File: src/rtl/obj_pkg.sv
// Shared object-RAM definitions: sizes, loader FSM states and the
// byte-lane swizzle used by both the Z80 port decode and the DMA loader.
package obj_pkg;

  localparam int OBJ_BYTES    = 128;
  localparam int OBJ_BANK_BIT = 7;

  typedef enum logic [1:0] {
    IDLE,
    REQ,
    WRITE,
    DONE
  } obj_state_t;

  // Logical lanes 0,1,2,3 land on physical lanes 3,0,1,2.
  function automatic logic [7:0] obj_swz(input logic [7:0] l);
    return {l[7:2], l[1] ^ ~l[0], ~l[0]};
  endfunction

endpackage

File: src/rtl/obj_ram_loader_vbl_sync.sv
// VBL synchroniser: 2-flop sync of the async level plus rising-edge detect.
// Ports: clk, rst (async high), vbl (async in), vbl_s (sync level), vbl_rise.
module vbl_edge_sync (
  input  logic clk,
  input  logic rst,
  input  logic vbl,
  output logic vbl_s,
  output logic vbl_rise
);

  logic r_s1;
  logic r_s2;
  logic r_s3;

  always_ff @(posedge clk or posedge rst) begin
    if (rst) begin
      r_s1 <= 1'b0;
      r_s2 <= 1'b0;
      r_s3 <= 1'b0;
    end else begin
      r_s1 <= vbl;
      r_s2 <= r_s1;
      r_s3 <= r_s2;
    end
  end

  assign vbl_s    = r_s2;
  assign vbl_rise = r_s2 & ~r_s3;

endmodule

File: src/rtl/obj_ram_loader.sv
// Vblank DMA: copies the sprite attribute table from work RAM into the
// hidden object-RAM bank, using the same lane swizzle as the Z80 port.
// Ports: clkm_48MHZ/reset; en, VBL, OBJEX, cpu_busy controls;
// src_* work-RAM read handshake; ob_* object-RAM write port;
// busy, done pulse, sticky abort_err status.
module obj_ram_loader
  import obj_pkg::*;
#(
  parameter int          NUM_BYTES = OBJ_BYTES,
  parameter logic [15:0] SRC_BASE  = 16'hD000
) (
  input  logic        clkm_48MHZ,
  input  logic        reset,
  input  logic        en,
  input  logic        VBL,
  input  logic        OBJEX,
  input  logic        cpu_busy,
  output logic [15:0] src_addr,
  output logic        src_rd,
  input  logic [7:0]  src_data,
  input  logic        src_ack,
  output logic [7:0]  ob_addr,
  output logic [7:0]  ob_data,
  output logic        ob_we,
  output logic        busy,
  output logic        done,
  output logic        abort_err
);

  localparam logic [6:0] LAST = 7'(NUM_BYTES - 1);

  logic w_vbl_s;
  logic w_vbl_rise;

  obj_state_t  r_state;
  logic [6:0]  r_idx;
  logic        r_bank;
  logic [7:0]  r_data;
  logic [15:0] r_src_addr;
  logic        r_src_rd;
  logic [7:0]  r_ob_addr;
  logic [7:0]  r_ob_data;
  logic        r_ob_we;
  logic        r_busy;
  logic        r_done;
  logic        r_abort;

  vbl_edge_sync u_vbl (
    .clk      (clkm_48MHZ),
    .rst      (reset),
    .vbl      (VBL),
    .vbl_s    (w_vbl_s),
    .vbl_rise (w_vbl_rise)
  );

  always_ff @(posedge clkm_48MHZ or posedge reset) begin
    if (reset) begin
      r_state    <= IDLE;
      r_idx      <= '0;
      r_bank     <= 1'b0;
      r_data     <= '0;
      r_src_addr <= '0;
      r_src_rd   <= 1'b0;
      r_ob_addr  <= '0;
      r_ob_data  <= '0;
      r_ob_we    <= 1'b0;
      r_busy     <= 1'b0;
      r_done     <= 1'b0;
      r_abort    <= 1'b0;
    end else begin
      r_ob_we <= 1'b0;
      r_done  <= 1'b0;
      unique case (r_state)
        IDLE: begin
          if (w_vbl_rise && en) begin
            r_bank     <= ~OBJEX;
            r_idx      <= '0;
            r_abort    <= 1'b0;
            r_busy     <= 1'b1;
            r_src_rd   <= 1'b1;
            r_src_addr <= SRC_BASE;
            r_state    <= REQ;
          end
        end
        REQ: begin
          // Losing vblank beats a same-cycle ack.
          if (!w_vbl_s) begin
            r_src_rd <= 1'b0;
            r_busy   <= 1'b0;
            r_abort  <= 1'b1;
            r_state  <= IDLE;
          end else if (src_ack) begin
            r_data   <= src_data;
            r_src_rd <= 1'b0;
            r_state  <= WRITE;
          end
        end
        WRITE: begin
          if (!w_vbl_s) begin
            r_busy  <= 1'b0;
            r_abort <= 1'b1;
            r_state <= IDLE;
          end else if (!cpu_busy) begin
            r_ob_we   <= 1'b1;
            r_ob_data <= r_data;
            r_ob_addr <= obj_swz({r_bank, r_idx});
            if (r_idx == LAST) begin
              r_state <= DONE;
            end else begin
              r_idx      <= r_idx + 7'd1;
              r_src_addr <= SRC_BASE + {9'd0, r_idx} + 16'd1;
              r_src_rd   <= 1'b1;
              r_state    <= REQ;
            end
          end
        end
        DONE: begin
          r_done  <= 1'b1;
          r_busy  <= 1'b0;
          r_state <= IDLE;
        end
        default: r_state <= IDLE;
      endcase
    end
  end

  assign src_addr  = r_src_addr;
  assign src_rd    = r_src_rd;
  assign ob_addr   = r_ob_addr;
  assign ob_data   = r_ob_data;
  assign ob_we     = r_ob_we;
  assign busy      = r_busy;
  assign done      = r_done;
  assign abort_err = r_abort;

endmodule
File: config.mk
export PLATFORM = sky130hd
export DESIGN_NAME = obj_ram_loader
export DESIGN_NICKNAME = d
export VERILOG_FILES = /design/src/rtl/obj_pkg.sv /design/src/rtl/obj_ram_loader_vbl_sync.sv /design/src/rtl/obj_ram_loader.sv
export SDC_FILE = /design/constraint.sdc
export NUM_CORES = 1
export LEC_CHECK = 0
export ABC_AREA = 1
export BUFFER_PORTS_ARGS = -buffer_cell sky130_fd_sc_hd__buf_2
export CORE_MARGIN = 2
export CORE_UTILIZATION = 49
export CTS_BUF_LIST = sky130_fd_sc_hd__clkbuf_2 sky130_fd_sc_hd__clkbuf_4 sky130_fd_sc_hd__clkbuf_8
export DETAILED_ROUTE_END_ITERATION = 10
export PLACE_DENSITY = 0.78
export SLEW_MARGIN = 5
export SYNTH_ARGS = -nofsm -noshare
export SYNTH_HDL_FRONTEND = slang
export SYNTH_SLANG_ARGS = --single-unit
File: constraint.sdc
create_clock -name clkm_48MHZ -period 1.55 [get_ports clkm_48MHZ]
set_clock_uncertainty 0.15 [all_clocks]
set_input_delay 0.0775 -clock clkm_48MHZ [delete_from_list [all_inputs] [get_ports clkm_48MHZ]]
set_output_delay 0.0775 -clock clkm_48MHZ [all_outputs]
set_load 0.05 [all_outputs]
==> results of run 1 <==
==> flip-flops by register name, indices dropped and copies added (netlist names), 2 cells and up <==
signal / count
r_state: 2
ob_addr: 8
r_idx: 6
ob_data: 8
src_addr: 3
r_data: 8
==> logic make-up after synthesis <==
logic type | after synthesis | synth area share [%]
AOI/OAI and AO/OA | 33 | 9.35
xor gates and xnor gates | 1 | 0.428
adders and majority gates | 6 | 3.67
buffers and inverters | 36 | 9.11
DFF | 44 | 53.8
muxes | 1 | 0.550
other | 1 | 0.183
and+or+nand+nor | 110 | 22.9
==> routing by layer <==
layer  routed length, µm  up-vias  track usage, %
li1                    -      889               -
met1                2000      842            25.6
met2                2470       47            36.1
met3                 208       13            4.55
met4                 120        0            8.50
met5                   0        -               0
==> through the flow <==
step	hold WS [ns]	setup TNS, ns	setup WS [ns]
6_report	0.0403	-0.108	-0.0371
5_1_grt	0.0426	-1.84	-0.118
4_1_cts	0.0198	-0.0374	-0.0258
3_5_place_dp	-0.0311	-1.30	-0.155
3_3_place_gp	-0.0342	-0.453	-0.0585
2_1_floorplan	-0.0411	-0.642	-0.0754
==> Yosys cell counts, drive strengths merged <==
library cell / n
a21oi: 11
a31oi: 1
buf: 12
conb: 1
dfrtp: 44
ha: 6
inv: 24
mux2: 1
nand2: 76
nand3: 7
nand3b: 1
nand4: 4
nor2: 19
nor3: 1
o21ai: 20
o21bai: 1
or2: 2
xnor2: 1
==> final cells by class <==
type | instances | area share (%)
Multi-Input combinational cell | 156 | 31.0
Clock buffer | 5 | 2.39
Tap cell | 50 | 2.17
Sequential cell | 44 | 38.6
Clock inverter | 2 | 2.08
Timing Repair Buffer | 86 | 20.6
Inverter | 24 | 3.21
==> cells in the final DEF (no fill, tap or decap), types with 2 or more instances in the layout <==
master         netlist  routed
nand2_2              2      13
nor2_2               1       2
bufinv_16            0       2
o21ai_1              5       5
clkbuf_8             0       5
ha_1                 6       2
inv_2                2       3
a21oi_2              0       3
buf_6                3       2
o21ai_2              6       8
nand2_1             74      62
nand4_1              4       4
a21oi_1             11       8
ha_4                 0       3
nand3_1              6       5
dfrtp_2              0       7
buf_4                7      24
inv_1               22      19
conb_1               1       5
dlygate4sd3_1        0      12
nor2_1              16      14
nor2_4               2       3
dfrtp_1             44      36
buf_12               0       2
o21ai_0              9       7
buf_2                2      46
==> what timing repair did <==
item                                    4_1_cts  5_1_grt
hold buffers                                 12        0
pin swaps                                    11        6
cloned                                        0        1
endpoints found under the setup margin       12       36
gates resized for setup                      14       18
setup buffers                                 3        2
hold endpoints to repair                     25        0
==> where the power goes <==
| part | leakage (nW) | total (mW) | switching, mW | internal (mW) |
|---|---|---|---|---|
| Combinational | 0.881 | 2.84 | 1.92 | 0.916 |
| Sequential | 0.525 | 1.73 | 0.187 | 1.54 |
| Clock | 0.0642 | 1.01 | 0.378 | 0.634 |
| Total | 1.47 | 5.58 | 2.49 | 3.09 |
==> final timing paths <==
kind	endpoint	from	slack, ns	cells after the start
worst min-delay path	r_data[7]	src_ack	0.04	3
worst max register to register	r_idx[0]	r_state[1]	-0.04	8
max in group asynchronous	ob_addr[0]	reset	0.57	4
worst min register to register	u_vbl.vbl_s	u_vbl.r_s1	0.21	0
min in group asynchronous	u_vbl.r_s1	reset	0.18	3
worst max-delay path	r_idx[0]	r_state[1]	-0.04	8
==> worst max-delay path, stage by stage, from the launching register on <==
cell,delay [ns]
dfrtp_1,0.41
buf_6,0.13
ha_4,0.16
buf_4,0.15
nand2_1,0.07
nand2_2,0.06
nor2_4,0.20
nand2_1,0.11
nand2_2,0.08
==> flow_metrics.env, run 1 <==
export IMPL_portBuffers=46
export IMPL_ys_ff_latch=44
export IMPL_period_minus_slack_ns=1.59
export IMPL_cp_data_required_time_ns=1.63
export IMPL_grt_pass1_wl_mm=7.23
export IMPL_place_area_um2=2500
export IMPL_synth_top_area_share_pct=53.8
export IMPL_ys_warn_count=0
export IMPL_timing_final_ws_setup_ns=-0.0371
export IMPL_crit_type="register to register"
export IMPL_clock_path_buffers=2
export IMPL_irDropWorstVdd_v=0.00113
export IMPL_drc=0
export IMPL_synth_top_cell_by_area="dfrtp_1"
export IMPL_max_slew_worst_pin_slew_ns=0.673
export IMPL_cp_start_kind="register"
export IMPL_antenna_found_initial=0
export IMPL_diodes=0
export IMPL_status="complete, but fails checks"
export IMPL_regArea_um2=1110
export IMPL_clkSlewWorstSetupHoldPaths_ns=0.08
export IMPL_area_growth_pct=40.9
export IMPL_rsz0062_at_grt="true"
export IMPL_dp_hpwl_mm=3.20
export IMPL_cts_buffers=5
export IMPL_grt_usage_pct=21.0
export IMPL_htreeDepth=2
export IMPL_synthTopCellsByArea="dfrtp_1 (54%), nand2_1 (14%), inv_1 (4.0%), ha_1 (3.7%), nor2_1 (2.9%)"
export IMPL_cts_sinks=44
export IMPL_wl_mm=4.80
export IMPL_synthCells=232
export IMPL_grt_pass1_vias=1646
export IMPL_power_leakage_nw=1.47
export IMPL_cp_arrival_ns=1.67
export IMPL_seq_area_frac_synth_pct=53.8
export IMPL_worstHoldPathType="primary input to register"
export IMPL_synth_area_um2=2050
export IMPL_numPlacedInstances=342
export IMPL_instances_no_fill=367
export IMPL_vias=1791
export IMPL_io_pins=52
export IMPL_core_area_um2=4000
export IMPL_worst_path_max_fanout=8
export IMPL_period_share_pct=102
export IMPL_drv_slew=0
export IMPL_initial_core_util_pct=51.2
export IMPL_nets=338
export IMPL_fp_dieH_um=68.6
export IMPL_multi_input_area_um2=893
export IMPL_powerDensity_nw_per_um2=1930
export IMPL_slew_headroom_pct=54.8
export IMPL_violations="negative setup slack"
export IMPL_crit_path_end_kind="register"
export IMPL_die_area_um2=4710
export IMPL_drive_gt1_share_pct=41.3
export IMPL_ys_types=28
export IMPL_gp_congestion=0.849
export IMPL_hold_viol=0
export IMPL_stdcell_area_um2=2880
export IMPL_grt_max_degree=30
export IMPL_fmax_ghz=0.630
export IMPL_setup_viol=7
export IMPL_antenna_left=0
export IMPL_grt_overflow=0
export IMPL_first_iter_violations=110
export IMPL_avgSynthCellArea_um2=8.82
export IMPL_cts_tree="built"
export IMPL_clk_latency_ns=0.30
export IMPL_fp_dieW_um=68.6
export IMPL_max_cap_violations=0
export IMPL_final_core_util_pct=72.1
export IMPL_fillers=273
export IMPL_routed_via_density=4.88
export IMPL_drtPass1Iterations=4
export IMPL_rows=23
export IMPL_root_buffer="clkbuf_8"
export IMPL_wire_per_inst_um=13.1
export IMPL_p_total_mw=5.58
(Power assumes the default switching activity.)
==> run 2: changes to the inputs <==
--- a/config.mk
+++ b/config.mk
@@ -11,7 +11,8 @@
 export CORE_UTILIZATION = 49
 export CTS_BUF_LIST = sky130_fd_sc_hd__clkbuf_2 sky130_fd_sc_hd__clkbuf_4 sky130_fd_sc_hd__clkbuf_8
 export DETAILED_ROUTE_END_ITERATION = 10
-export PLACE_DENSITY = 0.78
+export HOLD_SLACK_MARGIN = 0.06
+export PLACE_DENSITY_LB_ADDON = 0.12
 export SLEW_MARGIN = 5
 export SYNTH_ARGS = -nofsm -noshare
 export SYNTH_HDL_FRONTEND = slang
==> run 2 against run 1 <==
The run still ends with negative setup slack left. First-iteration DRC count grew 17%. Via count is 0.89% higher. Clock power barely moved. Non-clock buffer count rose by 5. Sequential power about the same. Critical path depth rose by 1. Utilization grew 2.8 points. Die area unchanged. Largest cell class unchanged. Largest power group unchanged.
==> flow_metrics.env, run 2 (synthesized netlist as in run 1, its figures left out) <==
export IMPL_regArea_um2=1110
export IMPL_fin_hold_ws_ns=0.142
export IMPL_hold_viol=0
export IMPL_cts_tree="built"
export IMPL_grt_usage_pct=21.9
export IMPL_tns_ns=-0.274
export IMPL_dp_hpwl_mm=3.19
export IMPL_violations="negative setup slack"
export IMPL_rsz0062_at_grt="true"
export IMPL_period_minus_slack_ns=1.61
export IMPL_critPathSlowestCell="dfrtp_1"
export IMPL_wire_per_inst_um=13.3
export IMPL_slew_headroom_pct=66.0
export IMPL_max_cap_violations=0
export IMPL_layout_commonest_cell="nand2_1"
export IMPL_crit_path_cell_trace="buf_6, ha_4, inv_4, nand2_4, o21ai_4, inv_2, nand2_2, nor2_4, or2_1"
export IMPL_die_area_um2=4710
export IMPL_setup_viol=12
export IMPL_fp_dieW_um=68.6
export IMPL_irDropWorstVdd_v=0.00138
export IMPL_powerDensity_nw_per_um2=1890
export IMPL_cts_sinks=44
export IMPL_initial_core_util_pct=51.2
export IMPL_worstPathBufferInverterCount=3
export IMPL_power_leakage_nw=1.53
export IMPL_htreeDepth=2
export IMPL_root_buffer="clkbuf_8"
export IMPL_routed_via_density=4.86
export IMPL_io_pins=52
export IMPL_portBuffers=46
export IMPL_crit_path_end_kind="register"
export IMPL_crit_type="register to register"
export IMPL_max_slew_worst_pin_slew_ns=0.508
export IMPL_gp_congestion=0.801
export IMPL_nets=343
export IMPL_p_total_mw=5.66
export IMPL_cp_start_kind="register"
export IMPL_grt_pass1_wl_mm=7.45
export IMPL_first_iter_violations=129
export IMPL_clk_latency_ns=0.29
export IMPL_fmax_ghz=0.623
export IMPL_cts_buffers=5
export IMPL_grt_max_degree=21
export IMPL_timing_final_ws_setup_ns=-0.0556
export IMPL_fillers=291
export IMPL_status="complete, but fails checks"
export IMPL_grt_overflow=0
export IMPL_antenna_found_initial=0
export IMPL_worst_path_max_fanout=8
export IMPL_rows=23
export IMPL_drv_slew=0
export IMPL_worstHoldPathType="primary input to async pin"
export IMPL_cp_slowest_stage_delay_ns=0.41
export IMPL_cp_data_required_time_ns=1.58
export IMPL_fp_dieH_um=68.6
export IMPL_cp_arrival_ns=1.64
export IMPL_vias=1807
export IMPL_drtPass1Iterations=6
export IMPL_drc=0
export IMPL_grt_pass1_vias=1628
export IMPL_core_area_um2=4000
export IMPL_antenna_left=0
export IMPL_clock_path_buffers=2
export IMPL_area_growth_pct=46.4
export IMPL_drive_gt1_share_pct=41.3
export IMPL_crit_family="simple AND/OR/NAND/NOR gates"
export IMPL_multi_input_area_um2=910
export IMPL_wl_mm=4.95
export IMPL_period_share_pct=104
export IMPL_diodes=0
export IMPL_clkSlewWorstSetupHoldPaths_ns=0.08
export IMPL_most_common_layout_cells="nand2_1 (67), buf_2 (46), dfrtp_1 (36), buf_4 (23), inv_1 (16)"
run 2: changes by cell type in the layout (fill, tap and decap cells not counted), moves of 2 or more:
| cell | before | now |
|---|---|---|
| clkbuf_16 | 0 | 2 |
| nand2_1 | 62 | 67 |
| inv_2 | 3 | 5 |
| o21ai_2 | 8 | 10 |
| dlygate4sd3_1 | 12 | 14 |
| inv_1 | 19 | 16 |
| a21oi_1 | 8 | 10 |
| nand2_2 | 13 | 6 |
| a21oi_2 | 3 | 1 |
| nand2_4 | 1 | 3 |
| o21ai_1 | 5 | 3 |
run 2: worst reg2reg max path, delay by kind of cell (launching register included):
family | cells | cell delay (ns)
AO/OA/AOI/OAI | 1 | 0.06
adder cells (fa/ha/maj) | 1 | 0.17
buffers and inverters | 3 | 0.27
flip-flops | 1 | 0.41
AND/OR/NAND/NOR | 4 | 0.43
run 2: final cells by class:
| class | count | share of cell area, % |
|---|---|---|
| Clock inverter | 2 | 2.00 |
| Clock buffer | 5 | 2.30 |
| Sequential cell | 44 | 37.2 |
| Tap cell | 50 | 2.09 |
| Multi-Input combinational cell | 156 | 30.4 |
| Timing Repair Buffer | 91 | 22.9 |
| Inverter | 24 | 3.17 |
run 2: final timing paths:
| path | startpoint | endpoint | slack (ns) | cells after the start |
|---|---|---|---|---|
| max | r_state[1] | src_addr[14] | -0.06 | 9 |
| min | reset | r_data[7] | 0.14 | 3 |
| max reg2reg | r_state[1] | src_addr[14] | -0.06 | 9 |
| min reg2reg | u_vbl.r_s1 | u_vbl.vbl_s | 0.21 | 0 |
| max in group asynchronous | reset | r_idx[0] | 0.57 | 4 |
| min in group clkm_48MHZ | u_vbl.r_s1 | u_vbl.vbl_s | 0.21 | 0 |
run 2: what timing repair did:
action                                 CTS  global route
endpoints found under the hold margin   57             0
setup endpoints to repair               18            31
gates resized for setup                 14            24
pin swaps                                5            14
gates cloned                             0             3
buffers inserted                         1             2
hold buffers                            14             0
run 2: where the power goes:
part	switching (mW)	internal [mW]	leakage, nW	total, mW
clock	0.381	0.634	0.0642	1.01
combinational	1.96	0.962	0.936	2.92
sequential	0.187	1.54	0.525	1.73
run 2: routing by layer:
| metal | part of all wire (%) | global-route usage (%) | vias to the layer above |
|---|---|---|---|
| met2 | 52 | 36.7 | 48 |
| met1 | 42 | 27.6 | 855 |
| met5 | 0 | 0 | - |
| met3 | 4.4 | 4.87 | 5 |
| li1 | - | - | 899 |
| met4 | 0.93 | 8.00 | 0 |
run 2: metrics by stage:
stage	utilization (%)	worst slack (ns)	cells	area [µm²]
after detailed placement	63.4	-0.0804	345	2530
after floorplan	-	-0.0754	236	2110
after CTS	71.5	-0.00523	367	2860
final	74.9	-0.0556	372	3000
after global routing	74.9	-0.125	372	3000
after global placement	63.4	-0.0496	345	2530
